`src/rtl/tron_pkg.sv`:
```
// Shared definitions for the packed 4bpp frame buffer: geometry, colour
// enum, writer FSM states and the nibble merge used by read-modify-write.
package tron_pkg;

  localparam int H_RES    = 640;
  localparam int V_RES    = 480;
  localparam int FB_WORDS = H_RES * V_RES / 2;
  localparam int ADDR_W   = 19;

  typedef enum logic [3:0] {
    COL_BG       = 4'h0,
    COL_WALL     = 4'h1,
    COL_P1_TRAIL = 4'h2,
    COL_P1_HEAD  = 4'h3,
    COL_P2_TRAIL = 4'h4,
    COL_P2_HEAD  = 4'h5,
    COL_CRASH    = 4'hE,
    COL_TEXT     = 4'hF
  } color_e;

  localparam color_e CLEAR_COLOR = COL_BG;

  typedef enum logic [2:0] {
    ST_IDLE,
    ST_RD,
    ST_WAIT,
    ST_WR,
    ST_CLEAR
  } tw_state_e;

  // Replace one pixel of a packed word; even x lives in the high nibble.
  function automatic logic [7:0] merge_nibble(input logic [7:0] word,
                                              input logic       lo,
                                              input logic [3:0] col);
    return lo ? {word[7:4], col} : {col, word[3:0]};
  endfunction

endpackage

```
`src/rtl/fb_addr_calc.sv`:
```
// Pixel (x, y) to packed word address and nibble select. The row stride
// is 320 words (640 pixels, two per byte) built from shifts so the
// display read path can share the same block without a multiplier.
module fb_addr_calc import tron_pkg::*; #(
  parameter int AW = ADDR_W
) (
  input  logic [9:0]    x,
  input  logic [9:0]    y,
  output logic [AW-1:0] word_addr,
  output logic          nib_lo
);

  // y*320 + x/2, low bit of x picks the nibble
  always_comb begin
    word_addr = (AW'(y) << 8) + (AW'(y) << 6) + AW'(x[9:1]);
    nib_lo    = x[0];
  end

endmodule

```
`src/rtl/trail_writer.sv`:
```
// Write-side master for the packed frame buffer: single-pixel paints by
// read-modify-write, plus a full-screen clear sweep.
//
// state    | meaning
// ---------+-----------------------------------------------------------
// ST_IDLE  | waiting for a paint request or a clear
// ST_RD    | read address presented for the latched pixel's word
// ST_WAIT  | RAM data valid, merged byte registered
// ST_WR    | merged byte written back (one cycle)
// ST_CLEAR | writing background to every word, one per cycle
module trail_writer import tron_pkg::*; #(
  parameter int     H_RES       = tron_pkg::H_RES,
  parameter int     V_RES       = tron_pkg::V_RES,
  parameter int     ADDR_W      = tron_pkg::ADDR_W,
  parameter color_e CLEAR_COLOR = tron_pkg::CLEAR_COLOR
) (
  input  logic              clk,
  input  logic              rst_n,
  input  logic              req_valid,
  output logic              req_ready,
  input  logic [9:0]        req_x,
  input  logic [9:0]        req_y,
  input  logic [3:0]        req_color,
  input  logic              clear_req,
  output logic              clear_done,
  output logic              busy,
  output logic [ADDR_W-1:0] read_address,
  input  logic [7:0]        ram_data_out,
  output logic [ADDR_W-1:0] write_address,
  output logic [7:0]        ram_data_in,
  output logic              we
);

  localparam logic [ADDR_W-1:0] LAST_WORD = ADDR_W'(H_RES * V_RES / 2 - 1);

  tw_state_e         state_q, state_d;
  logic [9:0]        x_q, y_q;
  color_e            col_q;
  logic [7:0]        merged_q;
  logic [ADDR_W-1:0] cnt_q;
  logic              clear_pend_q;
  logic              clear_done_q;
  logic [ADDR_W-1:0] word_addr;
  logic              nib_lo;
  logic              ready_int;
  logic              accept;
  logic              req_in_range;

  fb_addr_calc #(.AW(ADDR_W)) u_addr (
    .x         (x_q),
    .y         (y_q),
    .word_addr (word_addr),
    .nib_lo    (nib_lo)
  );

  // Range test on the request itself; it is what gets latched on accept.
  always_comb begin
    req_in_range = (int'(req_x) < H_RES) && (int'(req_y) < V_RES);
  end

  // Next-state logic; a clear always wins over a paint request in IDLE.
  always_comb begin
    state_d   = state_q;
    ready_int = 1'b0;
    accept    = 1'b0;
    unique case (state_q)
      ST_IDLE: begin
        if (clear_req || clear_pend_q) begin
          state_d = ST_CLEAR;
        end else begin
          ready_int = 1'b1;
          if (req_valid) begin
            accept = 1'b1;
            if (req_in_range) state_d = ST_RD;
          end
        end
      end
      ST_RD:   state_d = ST_WAIT;
      ST_WAIT: state_d = ST_WR;
      ST_WR:   state_d = (clear_req || clear_pend_q) ? ST_CLEAR : ST_IDLE;
      ST_CLEAR: begin
        if (cnt_q == LAST_WORD) state_d = ST_IDLE;
      end
      default: state_d = ST_IDLE;
    endcase
  end

  // Output decode; RAM strobes come straight from state so reset kills them at once.
  always_comb begin
    req_ready     = rst_n && ready_int;
    busy          = (state_q != ST_IDLE);
    we            = (state_q == ST_WR) || (state_q == ST_CLEAR);
    read_address  = word_addr;
    write_address = (state_q == ST_CLEAR) ? cnt_q : word_addr;
    ram_data_in   = (state_q == ST_CLEAR) ? {CLEAR_COLOR, CLEAR_COLOR} : merged_q;
    clear_done    = clear_done_q;
  end

  // State register.
  always_ff @(posedge clk or negedge rst_n) begin
    if (!rst_n) state_q <= ST_IDLE;
    else        state_q <= state_d;
  end

  // Request latch and merged-byte register for the read-modify-write.
  always_ff @(posedge clk or negedge rst_n) begin
    if (!rst_n) begin
      x_q      <= '0;
      y_q      <= '0;
      col_q    <= COL_BG;
      merged_q <= '0;
    end else begin
      if (accept) begin
        x_q   <= req_x;
        y_q   <= req_y;
        col_q <= color_e'(req_color);
      end
      if (state_q == ST_WAIT) merged_q <= merge_nibble(ram_data_out, nib_lo, col_q);
    end
  end

  // Clear sweep counter, deferred-clear flag and completion pulse.
  always_ff @(posedge clk or negedge rst_n) begin
    if (!rst_n) begin
      cnt_q        <= '0;
      clear_pend_q <= 1'b0;
      clear_done_q <= 1'b0;
    end else begin
      if (state_d == ST_CLEAR && state_q != ST_CLEAR) cnt_q <= '0;
      else if (state_q == ST_CLEAR)                   cnt_q <= cnt_q + 1'b1;

      if (state_d == ST_CLEAR)
        clear_pend_q <= 1'b0;
      else if (clear_req && (state_q == ST_RD || state_q == ST_WAIT))
        clear_pend_q <= 1'b1;

      clear_done_q <= (state_q == ST_CLEAR) && (cnt_q == LAST_WORD);
    end
  end

endmodule

```
`config.mk`:
```
export PLATFORM = sky130hd
export DESIGN_NAME = trail_writer
export DESIGN_NICKNAME = d
export VERILOG_FILES = /design/src/rtl/tron_pkg.sv /design/src/rtl/fb_addr_calc.sv /design/src/rtl/trail_writer.sv
export SDC_FILE = /design/constraint.sdc
export NUM_CORES = 1
export LEC_CHECK = 0
export ABC_CLOCK_PERIOD_IN_PS = 3300
export BUFFER_PORTS_ARGS = -buffer_cell sky130_fd_sc_hd__buf_4
export CORE_ASPECT_RATIO = 0.8
export CORE_MARGIN = 2
export CORE_UTILIZATION = 54
export CTS_BUF_LIST = sky130_fd_sc_hd__clkbuf_8 sky130_fd_sc_hd__clkbuf_16
export DETAILED_ROUTE_END_ITERATION = 16
export GPL_TIMING_DRIVEN = 0
export PLACE_DENSITY = 0.91
export SKIP_CTS_REPAIR_TIMING = 1
export SLEW_MARGIN = 20
export SYNTH_ARGS = -nofsm -noshare
export SYNTH_HDL_FRONTEND = slang
export SYNTH_HIERARCHICAL = 1
export SYNTH_SLANG_ARGS = --single-unit
```
`constraint.sdc`:
```
create_clock -name clk -period 3.3 [get_ports clk]
set_input_delay 0.66 -clock clk [delete_from_list [all_inputs] [get_ports clk]]
set_output_delay 0.66 -clock clk [all_outputs]
set_load 0.03 [all_outputs]
```
After elaboration in Yosys (flattened, before gate mapping)

Index checks and enable logic that the tools add are counted.

Add/sub/neg operators: 3
$mul: 0
Divide/modulo/power cells: 0
Magnitude comparators: 2
Equality and inequality tests: 7
Shift-type cells: 0
Mux-type cells: 18
Bitwise logic cells: 0
Reductions and logical operators: 12

Operators by type and width:

| kind                                                                           | number |
|---|---|
| 19-bit 2-to-1 mux                                                              | 3 |
| 18-bit by 16-bit adder with 19-bit output                                      | 1 |
| 19-bit by 1-bit adder with 19-bit output (second input constant)               | 1 |
| 19-bit by 9-bit adder with 19-bit output                                       | 1 |
| 19-bit by 18-bit == test with 1-bit output (second input constant)             | 1 |
| 8-bit 2-to-1 mux                                                               | 2 |
| 3-bit 2-to-1 mux                                                               | 5 |
| 3-bit case mux with 5 select lines                                             | 1 |
| 10-bit less-than comparator (second input constant)                            | 1 |
| 10-bit by 9-bit less-than comparator with 1-bit output (second input constant) | 1 |
| 1-bit 2-to-1 mux                                                               | 7 |
| 3-bit by 2-bit == test with 1-bit output (second input constant)               | 2 |
| 3-bit == test (second input constant)                                          | 2 |
| 1-bit logical AND                                                              | 5 |
| 2-bit nonzero test                                                             | 2 |
| 3-bit by 1-bit == test with 1-bit output (second input constant)               | 1 |
| 3-bit logical NOT                                                              | 1 |
| 1-bit logical OR                                                               | 3 |
| 3-bit inequality test (second input constant)                                  | 1 |
| 3-bit nonzero test                                                             | 1 |

Register bits: 56
Bits in latches: 0
RAM bits: 0
Memory bits (read-only): 0
Bits of input ports: 36
Output and inout bits: 50
Word-level logic and storage cells: 50
Memories: 0

Depth between registers and ports, before layout

Depth after elaboration: 9
Depth in mapped cells: 11
Mapped depth without buffers: 11

By module

The synthesis kept the hierarchy.

Modules (own cells, without submodules):

| module       | times used | cells each | area an instance (um^2) | sequential area each (um^2) |
|---|---|---|---|---|
| trail_writer | 1          | 281        | 2801.4                  | 1401.3 |
| fb_addr_calc | 1          | 72         | 609.3                   | 0.0 |

Worst setup path before layout

Ideal clock, no wire load.

Kind: flip-flop to output port
From: register y_q[0]
To: output write_address[17]
Arrival: 2.905 ns
Data required time: 2.640 ns
Path slack: -0.265 ns
Cell stages (with the launch flop): 12
Buffers on the path: 0
Cells stage by stage: dfrtp_1 inv_1 fa_1 inv_1 fa_1 a21o_1 a221oi_2 o21ai_1 a21oi_1 xnor2_1 nand2_1 nand2_1

Cells in the longest elaborated chain, start to end: 3

Ends and longest elaborated chain:

| element                                   | RTL line            | source |
|---|---|---|
| start, declared                           | trail_writer.sv:37  | `logic [9:0] x_q, y_q;` |
| start signal, assigned                    | trail_writer.sv:115 | `y_q <= req_y;` |
| 18-bit by 16-bit adder with 19-bit output | fb_addr_calc.sv:15  | `word_addr = (AW'(y) << 8) + (AW'(y) << 6) + AW'(x[9:1]);` |
| 19-bit by 9-bit adder with 19-bit output  | fb_addr_calc.sv:15  |  |
| net read_address[17]                      | trail_writer.sv:27  | `output logic [ADDR_W-1:0] read_address,` |
| 19-bit 2-to-1 mux                         | trail_writer.sv:94  | `write_address = (state_q == ST_CLEAR) ? cnt_q : word_addr;` |
| end, declared                             | trail_writer.sv:29  | `output logic [ADDR_W-1:0] write_address,` |

The timed path passes the listed nets, and every way through them passes these cells.

Worst setup path in the final report

From: register y_q[0]
To: output write_address[17]

Cells in the longest elaborated chain, start to end: 3

Ends and longest elaborated chain:

| element                                   | RTL line |
|---|---|
| 18-bit by 16-bit adder with 19-bit output | fb_addr_calc.sv:15 |
| 19-bit by 9-bit adder with 19-bit output  | fb_addr_calc.sv:15 |
| 19-bit 2-to-1 mux                         | trail_writer.sv:94 |

No other way between the ends.

==> summary.txt <==
router iterations before antenna repair = 4
Inserted Clock Buffers = 5
via count normalized by instance count = 5.685
layout cell share with drive strength beyond 1 = 0.3761
Die Ht = 75.09 microns
worst hold slack after final layout = 0.3851 ns
commonest non-fill, non-tap cells in the layout = buf_4 (91), nand2_1 (72), dfrtp_1 (56), mux2_2 (24), ha_1 (20)
Core Box Area = 6006 sq um
Max-cap violations = 0
adder-cell share of the synthesized area = 0.08511
number of setup violations in the final report = 15
CP arrival = 3.10 ns
synthesis-to-layout area growth = 32.43%
fin cells = 533
Die ar. = 6972 sq um
asr flop ratio synth = 1.000
Post-Place Cells = 519
number of nets still failing antenna checks after routing = 0
setup repair after global routing missed its margin = yes
Post-synth EDFFs = 0
HPWL after detailed placement = 6317 microns
total of flip-flops plus latches after synthesis = 56
n_diodes = 0
clock root cell = clkbuf_8
Static Leak = 2.301 nW
clock buffer depth = 2
Crit Path Category = register to output pin
simple-gate area share of the yosys netlist = 0.2010
leading cell type in the layout, fill and taps excluded = buf_4
R2R Path End = y_q[3]
number of levels in the clock H-tree = 2
FF-to-FF setup slack = 1.19 ns
remaining max-slew budget at the tightest pin = 0.5319
First DRT Iteration DRCs = 170
IO Port Bufs = 85
Detailed Route WL = 8727 microns
Synth Instances = 353
maximum clock frequency = 265.9 MHz
clock transition at the registers of the reported paths = 0.10 ns
Main synth FF type = dfrtp_1
Mean Syn Cell Area = 9.662 sq um
Post-Syn Area = 3411 sq um
Synth Warn # = 6
fin. max-slew vios = 0
required time of the critical path = 2.64 ns
total I/O pin count = 86
Pwr per Cell Area = 596.1 nW/um^2
CTS tree = yes
number of failing hold endpoints at the final stage = 0
cells on worst reg2reg path = 5
net count after synthesis = 411
Crit Reg-Reg Startpoint = state_q[2]
width of the chip = 92.86 microns
Final nets = 510
share of the yosys chip area belonging to registers = 0.4109
initial antenna violation count = 0
multiplexer area fraction after synthesis = 0.1321
violated checks = setup timing
clock latency of the later-clocked register in the worst-skew pair = 0.31 ns
Residual DRC = 0
endpoint kind of the worst setup timing path = output pin
dominant combinational cell family by area after synthesis = simple AND/OR/NAND/NOR gates
period utilization = 1.140
final core area utilization = 0.7521
average detailed-routed wire length per instance = 16.37 microns
share of the synthesized area in compound gates (AO/OA/AOI/OAI) = 0.09061
status = complete, but fails checks
site row count = 25
total global routing track utilization = 0.2365
Overflow after GRT = 0
min-delay worst type = input pin to async pin
Tot Pwr = 0.002693 W
effective utilization at floorplan = 0.5679
global-route wire length before repair = 12850 microns
Max Fanout on Critical Path = 3
xor/xnor share of the synthesized area = 0.03081
kind of start point of the critical path = register
number of clock sinks = 56
unique cell type count in the Yosys netlist = 49
slew of the pin with the lowest slew margin = 0.7022 ns
Final Wtd Congestion = 0.8852
Max VDD drop = 0.3254 mV
total via count in the routed design = 3030
largest net degree at the start of global routing = 58
vias in the first global route = 2774
worst clock skew = 0.008102 ns
Period minus WS final = 3.761 ns
worst setup margin = -0.4612 ns
-- layer usage --
layer / part of all wire / routed length, microns / track usage / vias up
met3: 0.067 / 589 / 0.05105 / 31
li1: - / - / - / 1416
met5: 0 / 0 / 0 / -
met1: 0.40 / 3468 / 0.3036 / 1441
met4: 0.034 / 298 / 0.08333 / 0
met2: 0.50 / 4371 / 0.4050 / 142
-- report_power, final --
part	internal (W)	leakage (nW)	switching (W)	total, W
sequential	0.000809	0.685	0.000152	0.000961
clock	0.000299	0.0642	0.000219	0.000518
combinational	0.000502	1.55	0.000712	0.00121
-- cell families after synthesis --
group | count (synthesis)
multiplexers | 42
buffers and inverters | 31
AO/OA/AOI/OAI | 42
XOR/XNOR | 12
AND/OR/NAND/NOR | 148
adder cells (fa/ha/maj) | 22
flip-flops | 56
-- layout make-up --
type	count	area (sq um)
Multi-Input combinational cell	266	1988
Fill cell	403	1489
Sequential cell	56	1401
Timing Repair Buffer	92	728.2
Buffer	25	146.4
Tap cell	81	101.3
Clock buffer	5	68.82
Clock inverter	2	60.06
Inverter	6	22.52
-- worst max path at each step --
stage	slack, ns	startpoint	cells after the start	end
3_5_place_dp	-0.18	y_q[0]	12	write_address[15]
6_report	-0.46	y_q[0]	13	write_address[17]
2_1_floorplan	-0.02	y_q[0]	11	write_address[17]
4_1_cts	-0.53	y_q[0]	12	write_address[15]
3_3_place_gp	-0.13	y_q[0]	12	write_address[15]
5_1_grt	-0.55	y_q[0]	13	write_address[17]
-- sequential cells by signal (all words and copies together), names as in the netlist --
register and flops:
state_q 3, clear_pend_q 1, clear_done 1, col_q 4
merged_q 8, y_q 10, x_q 10, cnt_q 19
-- stage by stage --
stage / setup slack [ns] / setup TNS [ns] / cell area, sq um
after detailed placement: -0.1813 / -0.4245 / 4225
after global routing: -0.5501 / -5.216 / 4517
after global placement: -0.1276 / -0.2321 / 4225
final: -0.4612 / -3.772 / 4517
after floorplan: -0.01923 / -0.01923 / 3486
after CTS: -0.5295 / -3.516 / 4354
-- cell usage after synthesis, drive strengths merged, types with 2 or more instances --
cell / instances / area share
a21o: 3 / 0.0066
a21oi: 17 / 0.025
and2: 9 / 0.017
and3: 2 / 0.0040
buf: 14 / 0.031
clkbuf: 11 / 0.012
dfrtp: 56 / 0.41
fa: 2 / 0.012
ha: 20 / 0.073
inv: 6 / 0.0066
mux2: 24 / 0.079
mux2i: 18 / 0.053
nand2: 78 / 0.086
nand3: 10 / 0.015
nand4: 9 / 0.017
nor2: 18 / 0.020
nor2b: 3 / 0.0055
nor3: 9 / 0.015
nor3b: 2 / 0.0059
o211ai: 3 / 0.0095
o21a: 2 / 0.0044
o21ai: 4 / 0.0059
o311ai: 2 / 0.0073
o31ai: 3 / 0.0095
or3: 3 / 0.0055
xnor2: 6 / 0.015
xor2: 6 / 0.015
-- worst max-delay path: stages, from the launching register on --
cell	delay, ns
dfrtp_1	0.40
inv_2	0.05
fa_1	0.55
inv_2	0.05
fa_2	0.35
a21o_1	0.23
a221oi_4	0.30
buf_4	0.17
o21ai_2	0.07
a21oi_2	0.18
xnor2_2	0.15
nand2_1	0.09
nand2_2	0.08
buf_6	0.12
No activity file was read; power rests on OpenSTA's default activity.
